### src/rtl/bitslice_mul_seq.sv
// Bit-sliced sequential multiplier: every lane of a plane-packed operand set is
// multiplied in parallel by a shift-and-add engine, one multiplier plane per cycle.
// Results are exact modulo 2^(2*WIDTH) per lane; two's complement is optional.
module bitslice_mul_seq #(
  parameter int unsigned LANES = 16,
  parameter int unsigned WIDTH = 2
) (
  input  logic                     clk,
  input  logic                     rst_n,
  input  logic                     in_valid,
  output logic                     in_ready,
  input  logic                     is_signed,
  input  logic [WIDTH*LANES-1:0]   a_planes,
  input  logic [WIDTH*LANES-1:0]   b_planes,
  output logic                     out_valid,
  input  logic                     out_ready,
  output logic [2*WIDTH*LANES-1:0] y_planes,
  output logic                     busy
);

  localparam int          PW   = 2 * int'(WIDTH);
  localparam int unsigned CntW = $clog2(WIDTH);

  typedef logic [PW-1:0][LANES-1:0]    acc_t;
  typedef logic [WIDTH-1:0][LANES-1:0] opd_t;
  typedef enum logic [1:0] {StIdle, StBusy, StDone} state_e;

  state_e          state_q, state_d;
  acc_t            a_ext_q, acc_q, y_q;
  acc_t            a_in_ext, pp, acc_sum;
  opd_t            a_in, b_in, b_q;
  logic            sgn_q;
  logic [CntW-1:0] cnt_q;
  logic            accept, last_step, do_sub;
  logic [LANES-1:0] b_bit;

  assign a_in      = a_planes;
  assign b_in      = b_planes;
  assign accept    = in_valid & in_ready;
  assign last_step = (cnt_q == CntW'(WIDTH - 1));
  assign b_bit     = b_q[cnt_q];
  // The sign plane of b carries negative weight, so the last step subtracts.
  assign do_sub    = sgn_q & last_step;
  assign y_planes  = y_q;

  // Extend the incoming multiplicand to the full product width.
  always_comb begin
    a_in_ext = '0;
    for (int j = 0; j < PW; j++) begin
      if (j < int'(WIDTH)) begin
        a_in_ext[j] = a_in[j];
      end else begin
        a_in_ext[j] = is_signed ? a_in[WIDTH-1] : '0;
      end
    end
  end

  // Partial product for this step, shifted up by cnt planes; overflow planes drop off.
  always_comb begin
    int cnt_i;
    pp    = '0;
    cnt_i = int'(cnt_q);
    for (int j = 0; j < PW; j++) begin
      if (j >= cnt_i) begin
        pp[j] = a_ext_q[j - cnt_i] & b_bit;
      end
    end
  end

  // Plane-serial ripple adder, all lanes at once; subtract is ~pp with carry-in 1.
  always_comb begin
    logic [LANES-1:0] c;
    logic [LANES-1:0] y;
    acc_sum = '0;
    c       = {LANES{do_sub}};
    for (int j = 0; j < PW; j++) begin
      y          = do_sub ? ~pp[j] : pp[j];
      acc_sum[j] = acc_q[j] ^ y ^ c;
      c          = (acc_q[j] & y) | (c & (acc_q[j] ^ y));
    end
  end

  // Next-state and handshake outputs.
  always_comb begin
    state_d   = state_q;
    in_ready  = 1'b0;
    out_valid = 1'b0;
    busy      = 1'b0;
    unique case (state_q)
      StIdle: begin
        // Held low while reset is asserted so no accept can be seen during reset.
        in_ready = rst_n;
        if (in_valid && rst_n) state_d = StBusy;
      end
      StBusy: begin
        busy = 1'b1;
        if (last_step) state_d = StDone;
      end
      StDone: begin
        out_valid = 1'b1;
        if (out_ready) state_d = StIdle;
      end
      default: state_d = StIdle;
    endcase
  end

  // State register.
  always_ff @(posedge clk) begin
    if (!rst_n) begin
      state_q <= StIdle;
    end else begin
      state_q <= state_d;
    end
  end

  // Operand capture, accumulation and result hold register.
  always_ff @(posedge clk) begin
    if (!rst_n) begin
      a_ext_q <= '0;
      b_q     <= '0;
      sgn_q   <= 1'b0;
      acc_q   <= '0;
      cnt_q   <= '0;
      y_q     <= '0;
    end else if (accept) begin
      a_ext_q <= a_in_ext;
      b_q     <= b_in;
      sgn_q   <= is_signed;
      acc_q   <= '0;
      cnt_q   <= '0;
    end else if (state_q == StBusy) begin
      acc_q <= acc_sum;
      cnt_q <= cnt_q + CntW'(1);
      // y only changes when a new result completes, so it survives the handshake.
      if (last_step) y_q <= acc_sum;
    end
  end

endmodule

### config.mk
export PLATFORM = sky130hd
export DESIGN_NAME = bitslice_mul_seq
export DESIGN_NICKNAME = d
export VERILOG_FILES = /design/src/rtl/bitslice_mul_seq.sv
export SDC_FILE = /design/constraint.sdc
export NUM_CORES = 1
export LEC_CHECK = 0
export ABC_AREA = 0
export ABC_CLOCK_PERIOD_IN_PS = 3400
export CAP_MARGIN = 20
export CORE_MARGIN = 2
export CORE_UTILIZATION = 40
export DETAILED_ROUTE_END_ITERATION = 8
export GPL_ROUTABILITY_DRIVEN = 1
export SYNTH_ARGS = -nofsm -noshare
export SYNTH_HDL_FRONTEND = slang
export SYNTH_SLANG_ARGS = --single-unit
export TNS_END_PERCENT = 5
### constraint.sdc
create_clock -name clk -period 3.4 [get_ports clk]
set_input_delay 0.68 -clock clk [delete_from_list [all_inputs] [get_ports clk]]
set_output_delay 0.68 -clock clk [all_outputs]
set_load 0.1 [all_outputs]
==> metrics.yaml <==
yosys:
  syn-cell-area_um2: 10780
  yosys-top-cells-area: "dfxtp_1, nand2_1, a22o_1"
  synthArstFlopShare_pct: 0
  synth-edff-count: 0
  ys_seq_elements: 212
  syn_area_per_cell_um2: 9.391
  seq_area_frac_synth_pct: 39.37
  netlist.area_leader.share_pct: 39.37
  yosys_warnings: 0
  syn_nets: 1249
  synth_cell_types: 45
  synth_cells: 1148
  synth_flop_cell: "dfxtp_1"
  synth.largest_area_cell: "dfxtp_1"
setup_path:
  rr_endpoint: "acc_q[59]"
  cp-start-kind: "register"
  cp_slowest_cell: "clkdlybuf4s50_1"
  worst_ep_arrival_time_ps: 1990
  worstPathBufferInverterCount: 1
  crit_family: "buffers and inverters"
  timing.rr.start: "sgn_q"
  crit_required_ps: 2720
  crit_chain: "clkdlybuf4s50_1"
  rr_worst_depth: 10
  critPathKind: "reg -> out"
  r2r_slack_ps: 870
  path_depth: 1
  path_max_fanout: 2
  endpoint_kind: "output pin"
  critPathMaxStageDelay_ps: 1140
clock_tree:
  clock_latency_ps: 520
  cts-root-buf: "clkbuf_16"
  cts.clk_slew.worst_paths_ps: 60
  post_cts_buffers: 0
  cts_hold_buf: 0
  cts.sinks: 212
  clock_path_buffers: 3
  cts_buffers: 25
  htree_num_levels: 1
  cts_tree: "done"
  cts_resized: 0
hold_path:
  hold_depth: 2
  min_to: "y_planes[1]"
  hold_path_class: "reg -> reg"
  min_from: "y_planes[1]"
timing:
  rsz0062_at_grt: "false"
  slew_violations: 0
  skew_ps: 16.94
  fmax_mhz: 374.3
  fin_ws_ps: 728.3
  finalHoldViolCount: 0
  finalSetupViolCount: 0
  period_needed_ps: 2672
  slew_headroom_pct: 35.07
  worst_pin_slew_ps: 970.9
  setup_tns_ps: 0
  finalCritPeriodShare_pct: 78.58
floorplan:
  die_h_um: 168.2
  chipWidth_um: 168.2
  die_area_um2: 28280
  start_util_pct: 40.34
  rows: 60
  io-pin-count: 136
  core_area_um2: 26730
place:
  dpl_worst_slack_ps: 878.1
  gp_congestion: 0.8001
  port_buffers: 135
  place_area_um2: 12170
  dpl.hpwl_um: 21890
pwr:
  p_total_uw: 6181
  p_per_area_nw_per_um2: 474.9
  leakage_uw: 0.005200
  ir_drop_mv: 0.2611
global_routing:
  antenna_found_initial: 0
  grt_max_degree: 103
  grt_usage_pct: 22.29
  grt_pass1_vias: 8388
  grt_pass1_wl_um: 49540
  grt_remaining_overflow: 0
route:
  via_per_inst: 5.484
  vias: 8785
  drt-initial-drc-count: 606
  routed_wl_um: 31430
  wl_per_cell_um: 19.62
  antenna_left: 0
  drc: 0
  first_pass_iters: 5
finish:
  fin_area_um2: 13020
  finalNetCount: 1345
  layout_common_cells: "nand2_1, dfxtp_1, a22o_1"
  area_growth_pct: 20.74
  num_antenna_cells: 0
  final_util_pct: 48.70
  final_layout_size_suffix_gt1_share_pct: 13.56
  final_common_cell: "nand2_1"
status:
  outcome: "finished, final reports clean"
run:
  drv_cap: 0
[worst register-to-register path, delay by kind of cell, from the launching register on]
family | cells | cell delay, ps
XOR/XNOR | 1 | 210
multiplexers | 2 | 360
buffers and inverters | 2 | 480
adder cells (fa/ha/maj) | 2 | 720
AND/OR/NAND/NOR | 2 | 250
AO/OA/AOI/OAI | 1 | 120
flip-flops | 1 | 330
[synth_stat cells (all sizes together), types with 17 or more instances]
master / n
nand3b: 32
a21boi: 32
a211oi: 33
a21oi: 32
buf: 57
xnor2: 32
clkbuf: 28
and2: 18
a22o: 80
fa: 32
mux2i: 33
nor2: 52
nand2b: 33
nand2: 222
nand3: 48
dfxtp: 212
o211a: 17
inv: 34
[worst max-delay path by stage]
stage / from / endpoint / slack, ps
finish: y_planes[12] / y_planes[12] / 730
global route: sgn_q / acc_q[55] / 660
CTS: y_planes[12] / y_planes[12] / 710
detailed placement: sgn_q / acc_q[59] / 880
global placement: cnt_q / acc_q[51] / 930
floorplan: cnt_q / acc_q[63] / 790
[stage by stage]
| step | hold slack [ps] | cells |
|---|---|---|
| final | 455.3 | 1602 |
| after global routing | 481.4 | 1602 |
| after CTS | 459.2 | 1602 |
| after detailed placement | 451.6 | 1558 |
| after global placement | 445.9 | 1558 |
| after floorplan | 455.7 | 1148 |
[power breakdown]
group / leakage (µW) / internal [µW] / switching [µW]
clock network: 0.000409 / 1730 / 1070
registers: 0.00172 / 2570 / 106
logic: 0.00307 / 271 / 432
total: 0.00520 / 4570 / 1610
[registers in the layout, summed over array words and instances (netlist names)]
register and count:
cnt_q 1, b_q 32, y_planes 64, state_q 2
a_ext_q 48, sgn_q 1, acc_q 64
[per-layer routing]
metal | track usage, % | wire, µm | up-vias
met4 | 6.409 | 890 | 0
met5 | 0 | 0 | -
met1 | 31.87 | 14670 | 4312
met2 | 35.16 | 14140 | 227
met3 | 3.220 | 1729 | 44
li1 | - | - | 4202
[cell families (layout without fill, tap and decap cells)]
group / Yosys count / after routing / share of synthesized area, %
and+or+nand+nor: 444 / 444 / 20.71
AOI/OAI and AO/OA: 260 / 260 / 21.40
DFF: 212 / 212 / 39.37
buffers and inverters: 119 / 232 / 5.617
xor gates and xnor gates: 48 / 48 / 3.900
muxes: 33 / 33 / 3.064
adders and majority gates: 32 / 32 / 5.942
[layout make-up]
type | instances | area, µm²
Clock buffer | 36 | 696.9
Clock inverter | 8 | 150.1
Fill cell | 2594 | 13710
Inverter | 34 | 127.6
Multi-Input combinational cell | 817 | 5942
Sequential cell | 212 | 4247
Tap cell | 341 | 426.7
Timing Repair Buffer | 154 | 1426
Note: power is estimated with default switching activity, not from simulation.
